`src/rtl/load_store_unit.sv`:
```
// load_store_unit: MEM-stage load/store initiator for a word-wide data memory.
// Converts byte/half/word RISC-V accesses into word-aligned req/ready
// transactions with byte enables, formats load data, flags misalignment,
// illegal encodings and memory timeouts, and stalls the pipeline meanwhile.
module load_store_unit #(
   parameter int ADDR_WIDTH     = 32,
   parameter int TIMEOUT_CYCLES = 16
) (
   input  logic                  clk,
   input  logic                  rst_n,
   input  logic                  memRead,
   input  logic                  memWrite,
   input  logic [2:0]            funct3,
   input  logic [ADDR_WIDTH-1:0] addr,
   input  logic [31:0]           storeData,
   output logic [31:0]           loadData,
   output logic                  loadDone,
   output logic                  stall,
   output logic                  misaligned,
   output logic                  accessFault,
   output logic                  memReq,
   output logic                  memWe,
   output logic [ADDR_WIDTH-3:0] memAdr,
   output logic [3:0]            memBe,
   output logic [31:0]           memWdata,
   input  logic [31:0]           memRdata,
   input  logic                  memReady
);

   localparam int CW = $clog2(TIMEOUT_CYCLES + 1);

   typedef enum logic [1:0] {
      S_IDLE   = 2'd0,
      S_ACCESS = 2'd1,
      S_DONE   = 2'd2
   } state_t;

   state_t        state;
   logic [CW-1:0] cnt;
   logic [2:0]    funct3_q;
   logic [1:0]    off_q;
   logic          we_q;
   logic [3:0]    be_q;

   logic          req;
   logic          illegal;
   logic          misal;
   logic [3:0]    be_new;
   logic [31:0]   wdata_new;
   logic [31:0]   byte_sh;
   logic [31:0]   half_sh;
   logic [31:0]   fmt_data;

   // Request decode in IDLE: legality, alignment, store lanes and byte enables.
   always_comb begin
      req       = memRead | memWrite;
      illegal   = (funct3 == 3'b011) || (funct3 == 3'b110) || (funct3 == 3'b111) ||
                  (memWrite && funct3[2]);
      misal     = 1'b0;
      be_new    = 4'b0000;
      wdata_new = storeData;
      case (funct3[1:0])
         2'b00:   misal = 1'b0;
         2'b01:   misal = addr[0];
         default: misal = (addr[1:0] != 2'b00);
      endcase
      // A store wins when both read and write are requested.
      if (memWrite) begin
         case (funct3[1:0])
            2'b00: begin
               be_new    = 4'b0001 << addr[1:0];
               wdata_new = {4{storeData[7:0]}};
            end
            2'b01: begin
               be_new    = 4'b0011 << addr[1:0];
               wdata_new = {2{storeData[15:0]}};
            end
            default: begin
               be_new    = 4'b1111;
               wdata_new = storeData;
            end
         endcase
      end
   end

   // Load formatting: pick the addressed byte/half and extend per funct3.
   always_comb begin
      byte_sh  = memRdata >> {off_q, 3'b000};
      half_sh  = memRdata >> {off_q[1], 4'b0000};
      fmt_data = memRdata;
      case (funct3_q)
         3'b000:  fmt_data = {{24{byte_sh[7]}}, byte_sh[7:0]};
         3'b100:  fmt_data = {24'd0, byte_sh[7:0]};
         3'b001:  fmt_data = {{16{half_sh[15]}}, half_sh[15:0]};
         3'b101:  fmt_data = {16'd0, half_sh[15:0]};
         default: fmt_data = memRdata;
      endcase
   end

   // Bus and stall outputs; derived from state so reset drops them at once.
   always_comb begin
      memReq = (state == S_ACCESS);
      memWe  = memReq & we_q;
      memBe  = memReq ? be_q : 4'b0000;
      stall  = (state == S_ACCESS) || ((state == S_IDLE) && req);
   end

   // Access FSM: IDLE -> ACCESS -> DONE -> IDLE, with one-cycle status pulses.
   always_ff @(posedge clk or negedge rst_n) begin
      if (!rst_n) begin
         state       <= S_IDLE;
         cnt         <= '0;
         funct3_q    <= 3'b000;
         off_q       <= 2'b00;
         we_q        <= 1'b0;
         be_q        <= 4'b0000;
         memAdr      <= '0;
         memWdata    <= 32'd0;
         loadData    <= 32'd0;
         loadDone    <= 1'b0;
         misaligned  <= 1'b0;
         accessFault <= 1'b0;
      end else begin
         loadDone    <= 1'b0;
         misaligned  <= 1'b0;
         accessFault <= 1'b0;
         case (state)
            S_IDLE: begin
               if (req) begin
                  if (illegal) begin
                     accessFault <= 1'b1;
                  end else if (misal) begin
                     misaligned <= 1'b1;
                  end else begin
                     funct3_q <= funct3;
                     off_q    <= addr[1:0];
                     we_q     <= memWrite;
                     be_q     <= be_new;
                     memAdr   <= addr[ADDR_WIDTH-1:2];
                     memWdata <= wdata_new;
                     cnt      <= '0;
                     state    <= S_ACCESS;
                  end
               end
            end
            S_ACCESS: begin
               if (memReady) begin
                  if (!we_q) loadData <= fmt_data;
                  loadDone <= 1'b1;
                  state    <= S_DONE;
               end else if (cnt == CW'(TIMEOUT_CYCLES - 1)) begin
                  // Memory never answered: abandon the access and report a fault.
                  loadData    <= 32'd0;
                  accessFault <= 1'b1;
                  state       <= S_DONE;
               end else begin
                  cnt <= cnt + 1'b1;
               end
            end
            S_DONE: begin
               cnt   <= '0;
               state <= S_IDLE;
            end
            default: state <= S_IDLE;
         endcase
      end
   end

endmodule

```
`config.mk`:
```
export PLATFORM = sky130hd
export DESIGN_NAME = load_store_unit
export DESIGN_NICKNAME = d
export VERILOG_FILES = /design/src/rtl/load_store_unit.sv
export SDC_FILE = /design/constraint.sdc
export NUM_CORES = 1
export LEC_CHECK = 0
export CORE_MARGIN = 5
export CORE_UTILIZATION = 40
export CTS_CLUSTER_SIZE = 20
export DETAILED_ROUTE_END_ITERATION = 6
export PLACE_DENSITY_LB_ADDON = 0.08
export SETUP_SLACK_MARGIN = 0.3
export SLEW_MARGIN = 10
export SYNTH_ARGS = -nofsm -noshare
export SYNTH_HDL_FRONTEND = slang
export SYNTH_SLANG_ARGS = --single-unit
```
`constraint.sdc`:
```
create_clock -name clk -period 2.2 [get_ports clk]
set_clock_uncertainty 0.1 [all_clocks]
set_input_delay 0.44 -clock clk [delete_from_list [all_inputs] [get_ports clk]]
set_output_delay 0.44 -clock clk [all_outputs]
set_load 0.02 [all_outputs]
```
==> flow_summary_export.csv, run 1 <==
group,metric,value,unit
floorplanning,start_util,40.4,%
floorplanning,dieArea,15700,um^2
cells_and_area,layout_commonest_cell,"dfrtp_1",
sta,fin_crit_sh,86.9,%
floorplanning,die_w,125,um
worst_setup_path,r2r_setup_slack,0.29,ns
placed_design,port-buffer-count,207,
clocking,clk_pin_slew,0.05,ns
sta,period_minus_slack,1.91,ns
worst_setup_path,path_class,"reg -> reg",
sta,final_max_slew_viol_count,0,
floorplanning,fp-row-count,42,
yosys,synth_top_area_share,53.7,%
clocking,numClockSinks,114,
placed_design,place_congestion,0.810,
grt,grt_pass1_wl,25900,um
clocking,worstSkewPairLatency,0.42,ns
worst_setup_path,critPathMaxFanout,8,
yosys,synthTopCellsByArea,"dfrtp_1 (54%), mux2_2 (9.8%), mux2i_1 (5.7%)",
worst_setup_path,cp.required,2.45,ns
cells_and_area,final_cell_mix,"dfrtp_1 (112), dlygate4sd2_1 (101), clkdlybuf4s50_1 (96)",
worst_setup_path,cp.arrival,2.16,ns
cells_and_area,drive_gt1_share,24.7,%
yosys,yosysWarnings,0,
worst_setup_path,crit_chain,"or3b_1 > a32o_2 > a2111oi_4 > buf_4 > clkbuf_16 > a221o_2",
floorplanning,die_h,125,um
grt,antenna_found_initial,1,
cells_and_area,area_growth,62.7,%
pwr,vdd_drop_max,0.719,mV
sta,fmax,0.523,GHz
yosys,syn_inst,465,
worst_setup_path,slowest_stage,"dfrtp_1",
routing,wl_per_cell,17.8,um
grt,grt_start_max_net_pins,46,
placed_design,dp_cells,851,
grt,grt_pass1_vias,5005,
routing,via_per_inst,5.19,
worst_hold_path,min_path_cells,3,
yosys,avgSynthCellArea,11.4,um^2
cells_and_area,nFillCells,1089,
worst_hold_path,hold_path_startpoint,"memRdata[23]",
worst_setup_path,end_kind,"flip-flop",
pwr,power.total,10200,uW
placed_design,place_hpwl,11400,um
worst_setup_path,critPathLaunchType,"flip-flop",
worst_hold_path,hold_class,"in -> reg",
clocking,clockRootBuffer,"clkbuf_16",
floorplanning,core_area,13100,um^2
yosys,syn-num-nets,571,
routing,drc_errors,0,
worst_setup_path,r2r-end,"loadData[19]",
cells_and_area,n_antenna_cell,0,
sta,max-slew-margin-rel,67.5,%
routing,ant_nets,0,
clocking,clk_path_buf_depth,2,
routing,num_vias,4677,
sta,rsz0062_at_grt,"true",
run,max-cap-violations,0,
routing,drt_first_pass_iters,4,
sta,tightest_slew,0.487,ns
cells_and_area,fin_cells,901,
run_status,outcome,"finished, final reports clean",
yosys,synthDistinctLibCells,43,
routing,routed_wl,16000,um
yosys,ys_ff_latch,114,
worst_setup_path,reg2reg_from,"funct3_q[0]",
clocking,cts_tree,"done",
yosys,syn_area,5310,um^2
pwr,p_leak,0.00407,uW
yosys,yosys.area.top_type,"dfrtp_1",
clocking,numCtsBuffers,17,
routing,drtIter0Drc,340,
sta,setup_viol,0,
pwr,powerDensity,1180,nW/um^2
grt,overflow,0,
worst_setup_path,worst_r2r_path_depth,6,
grt,grt_use_total,20.7,%
yosys,ys_seq_area_share,53.7,%
worst_hold_path,hold_end,"loadData[23]",
clocking,htree_levels,4,
worst_setup_path,cpPeakStageDelay,0.38,ns
cells_and_area,nets,819,
yosys,synth_flop_cell,"dfrtp_1",
yosys,ys_async_sr_fraction,100,%
sta,hold_viol_final,0,
yosys,synth_edf_count,0,
floorplanning,pin_count,208,
==> cells by family (layout without fill, tap and decap cells) <==
| logic type | Yosys count | after routing | synth area share (%) |
|---|---|---|---|
| adder cells (fa/ha/maj) | 2 | 2 | 0.471 |
| XOR/XNOR | 3 | 3 | 0.495 |
| AND/OR/NAND/NOR | 107 | 107 | 8.95 |
| AO/OA/AOI/OAI | 119 | 119 | 15.8 |
| buffers and inverters | 41 | 301 | 3.84 |
| multiplexers | 79 | 79 | 16.8 |
| flip-flops | 114 | 114 | 53.7 |
==> synthesized netlist by cell type, drive strengths merged, types with 2 or more instances <==
cell / n
o21ai: 46
nand2: 47
nor3: 4
a211o: 2
a21o: 5
nor2: 29
o31ai: 6
xnor2: 2
or3b: 2
and2: 7
dfrtp: 114
clkbuf: 19
buf: 14
nand3: 6
nor2b: 2
o22ai: 4
nand2b: 5
ha: 2
a22o: 11
mux2: 46
nor4: 2
mux4: 3
inv: 8
a21oi: 19
mux2i: 30
a2111oi: 3
a221o: 19
==> critical path, delay by kind of cell, from the launching register on <==
family          cells  cell delay, ns
compound gates      3            0.64
buf+inv             2            0.35
simple gates        1            0.38
flops               1            0.38
==> routing by layer <==
layer  up-vias  part of all wire, %  track usage, %
met1      2267                   40            23.8
met3        31                  8.9            8.74
met5         -                0.044               0
li1       2191                    -               -
met2       186                   49            34.7
met4         2                  2.1            7.59
==> power breakdown <==
group | switching [uW] | internal, uW | total (uW)
sequential | 469 | 2890 | 3360
clock | 935 | 1860 | 2790
combinational | 2180 | 1880 | 4060
==> how the worst max path moves through the flow <==
stage / start / depth (start not counted) / endpoint / slack [ns]
floorplan: cnt[0] / 6 / cnt[1] / 0.30
global placement: memWrite / 6 / memAdr[15] / -0.17
detailed placement: memWrite / 6 / memAdr[6] / -0.22
CTS: state[1] / 4 / memBe[3] / 0.23
global route: cnt[1] / 9 / cnt[4] / 0.21
finish: funct3_q[0] / 6 / loadData[19] / 0.29
==> cell type report <==
type / count / area (um^2) / area share [%]
Timing Repair Buffer: 261 / 2540 / 29.4
Inverter: 8 / 32.5 / 0.376
Sequential cell: 114 / 2860 / 33.0
Clock buffer: 22 / 474 / 5.49
Multi-Input combinational cell: 310 / 2380 / 27.6
Tap cell: 176 / 220 / 2.55
Timing Repair inverter: 1 / 7.51 / 0.0869
Clock inverter: 9 / 130 / 1.51
==> repair_timing <==
item,in CTS,in global routing
hold buffers,1,0
gates cloned,3,1
pin swaps,8,1
hold endpoints to repair,31,0
endpoints found under the setup margin,177,52
gates resized for setup,160,8
buffers inserted,9,5
==> per-stage QoR <==
step	cell area [um^2]	TNS, ns	util, %	hold WS, ns	worst slack [ns]
2_1_floorplan	5350	0	-	0.0444	0.296
3_3_place_gp	7850	-10.57	59.7	0.323	-0.175
3_5_place_dp	7850	-14.08	59.7	0.323	-0.224
4_1_cts	8550	0	65.1	0.377	0.232
5_1_grt	8640	0	65.8	0.311	0.208
6_report	8640	0	65.8	0.312	0.289
==> flip-flops by register name (all words and copies together) (netlist names) <==
register     count
we_q             1
memWdata        32
cnt              5
misaligned       1
funct3_q         3
accessFault      1
be_q             4
state            2
loadDone         1
memAdr          30
off_q            2
loadData        32
Power figures use the tool's default switching activity.
==> run 2: changes to the inputs <==
CTS_CLUSTER_DIAMETER = 150   (was unset)
CTS_CLUSTER_SIZE = 28   (was 20)
==> results of run 2 <==
Same layout as run 1: the final DEF is identical, and so are final timing and power.
==> run 3: changes to the inputs <==
CORE_UTILIZATION = 50   (was 40)
DONT_BUFFER_PORTS = 1   (was unset)
==> run 3 against run 2 <==
  * The flow now finishes with violations (hold timing)
  * Critical path type is now reg -> out
  * Design area decreased by 20%
  * Sequential power increased by 30%
  * Critical path depth decreased by 2
  * Power decreased by 10%
  * Combinational power decreased by 52%
  * First-iteration DRC count decreased by 19%
  * Worst setup slack got worse by 0.10 ns
  * Global-route usage increased by 1.4 points
  * Critical endpoint is now memWe
  * Worst hold slack got worse by 0.79 ns
  * Largest cell class unchanged
  * Clock power increased by 1%
  * Register-to-register slack about the same
  * Non-clock buffer count decreased by 167
==> flow_summary_export.csv, run 3 (synthesized netlist as in run 1, its figures left out) <==
group,metric,value,unit
grt,overflow,0,
placed_design,port-buffer-count,0,
sta,fin_hold_ws,-0.474,ns
worst_setup_path,path_class,"reg -> out",
cells_and_area,n_antenna_cell,0,
clocking,cts_tree,"done",
routing,num_vias,3914,
placed_design,place_congestion,0.781,
clocking,worstSkewPairLatency,0.51,ns
worst_setup_path,critPathMaxFanout,6,
grt,grt_pass1_wl,22300,um
routing,drt_first_pass_iters,5,
sta,final_max_slew_viol_count,0,
floorplanning,die_h,113,um
worst_hold_path,hold_class,"in -> async",
sta,tightest_slew,0.689,ns
cells_and_area,top_regs,"loadData: 32 flops, memWdata: 32 flops, memAdr: 30 flops",
routing,routed_wl,14000,um
pwr,power.share.combinational,21.4,%
cells_and_area,drive_gt1_share,27.4,%
sta,period_minus_slack,2.01,ns
grt,grtUsageMet2,35.9,%
routing,via_per_inst,5.64,
placed_design,place_ws,0.127,ns
worst_setup_path,end_kind,"primary output",
pwr,vdd_drop_max,0.646,mV
grt,antenna_found_initial,0,
clocking,htree_levels,4,
grt,grt_pass1_vias,4177,
cells_and_area,final_cell_mix,"dfrtp_1 (111), dlygate4sd3_1 (61), nand2_1 (46)",
clocking,numCtsBuffers,17,
sta,fin_ws,0.188,ns
clocking,cts_hold_buf,61,
pwr,pwr-share-seq,47.7,%
cells_and_area,final_core_util,67.2,%
clocking,clk_path_buf_depth,2,
routing,drc_errors,0,
routing,wl_per_cell,20.2,um
grt,use_met1,26.7,%
run_status,failed_checks,"hold timing",
pwr,powerDensity,1320,nW/um^2
worst_setup_path,cp.required,1.66,ns
sta,setup_viol,0,
clocking,clockRootBuffer,"clkbuf_8",
run,max-cap-violations,0,
placed_design,place_hpwl,9100,um
clocking,clk_pin_slew,0.05,ns
floorplanning,fp-row-count,37,
sta,fin_crit_sh,91.4,%
worst_setup_path,cp.arrival,1.47,ns
pwr,power.total,9170,uW
grt,grt_start_max_net_pins,115,
routing,drtIter0Drc,277,
pwr,p_sw_share,36.0,%
run_status,outcome,"finished with violations",
sta,rsz0062_at_grt,"true",
pwr,power.internal,5870,uW
worst_setup_path,critPathLaunchType,"flip-flop",
routing,ant_nets,0,
sta,hold_viol_final,114,
sta,fmax,0.497,GHz
floorplanning,dieArea,12800,um^2
cells_and_area,nets,651,
grt,grt_use_total,22.2,%
sta,tns,0,ns
cells_and_area,area_growth,30.6,%
floorplanning,pin_count,208,
clocking,numClockSinks,114,
grt,met3_usage,10.6,%
floorplanning,core_area,10300,um^2
floorplanning,die_w,113,um
pwr,p_leak,0.00311,uW
grt,top_usage_layer,"met2",
cells_and_area,layout_commonest_cell,"dfrtp_1",
pwr,power.switching,3300,uW
cells_and_area,nFillCells,757,
floorplanning,start_util,51.4,%
pwr,pwr-share-clk,30.9,%
sta,max-slew-margin-rel,54.0,%
-- run 3: cell count changes in the layout (fill, tap and decap cells not counted), moves of 3 or more --
cell | before | now
dlygate4sd2_1 | 101 | 0
clkdlybuf4s50_1 | 96 | 0
buf_6 | 6 | 3
buf_4 | 42 | 26
clkinvlp_4 | 5 | 2
dlygate4sd3_1 | 1 | 61
buf_12 | 9 | 2
-- run 3: power by group through the flow --
stage / sequential (uW) / combinational, uW / clock (uW)
after detailed placement: 4420 / 1660 / 0
after floorplan: 4200 / 1420 / 0
after global placement: 4410 / 1590 / 0
final: 4380 / 1960 / 2830
after CTS: 4390 / 1900 / 2880
after global routing: 4480 / 2180 / 3000
-- run 3: layout make-up --
cell class                 count  area (um^2)  area share, %
sequential                   114         2860           41.2
inverter                       8         32.5          0.469
clock buffer                  23          457           6.58
clock inverter                 9          154           2.22
multi-input combinational    310         2370           34.1
tap                          136          170           2.45
timing repair buffer          94          900           13.0
-- run 3: repair_timing --
action,in CTS,in global routing
setup buffers,11,8
pin swaps,9,9
hold endpoints to repair,181,114
gates resized for setup,29,5
setup endpoints to repair,41,65
gates cloned,1,0
-- run 3: critical path, stage by stage (launching register included) --
cell and delay [ns]:
dfrtp_2 0.42, nand2b_4 0.16, inv_4 0.06, buf_8 0.13, and2_4 0.19
-- run 3: path summary, 6_finish.rpt --
check                              from      endpoint  slack (ns)  cells after the start
min                               rst_n  loadData[21]       -0.47                      0
max in group asynchronous         rst_n  memWdata[19]        2.33                      0
max                            state[1]         memWe        0.19                      4
max reg2reg                      cnt[0]  loadData[26]        0.29                      7
min reg2reg                     be_q[2]       be_q[2]        0.38                      2
min in group clk           storeData[7]  memWdata[23]        0.03                      2
-- run 3: per-layer routing --
layer / up-vias / share of wire, % / wire length, um
li1: 1845 / - / -
met1: 1904 / 39 / 5430
met2: 161 / 49 / 6870
met3: 4 / 12 / 1650
met4: 0 / 0.34 / 47
met5: - / 0 / 0
-- run 3: through the flow --
step | instances | instance area [um^2]
floorplan | 465 | 5350
global placement | 581 | 5470
detailed placement | 581 | 5470
CTS | 686 | 6870
global route | 694 | 6940
finish | 694 | 6940
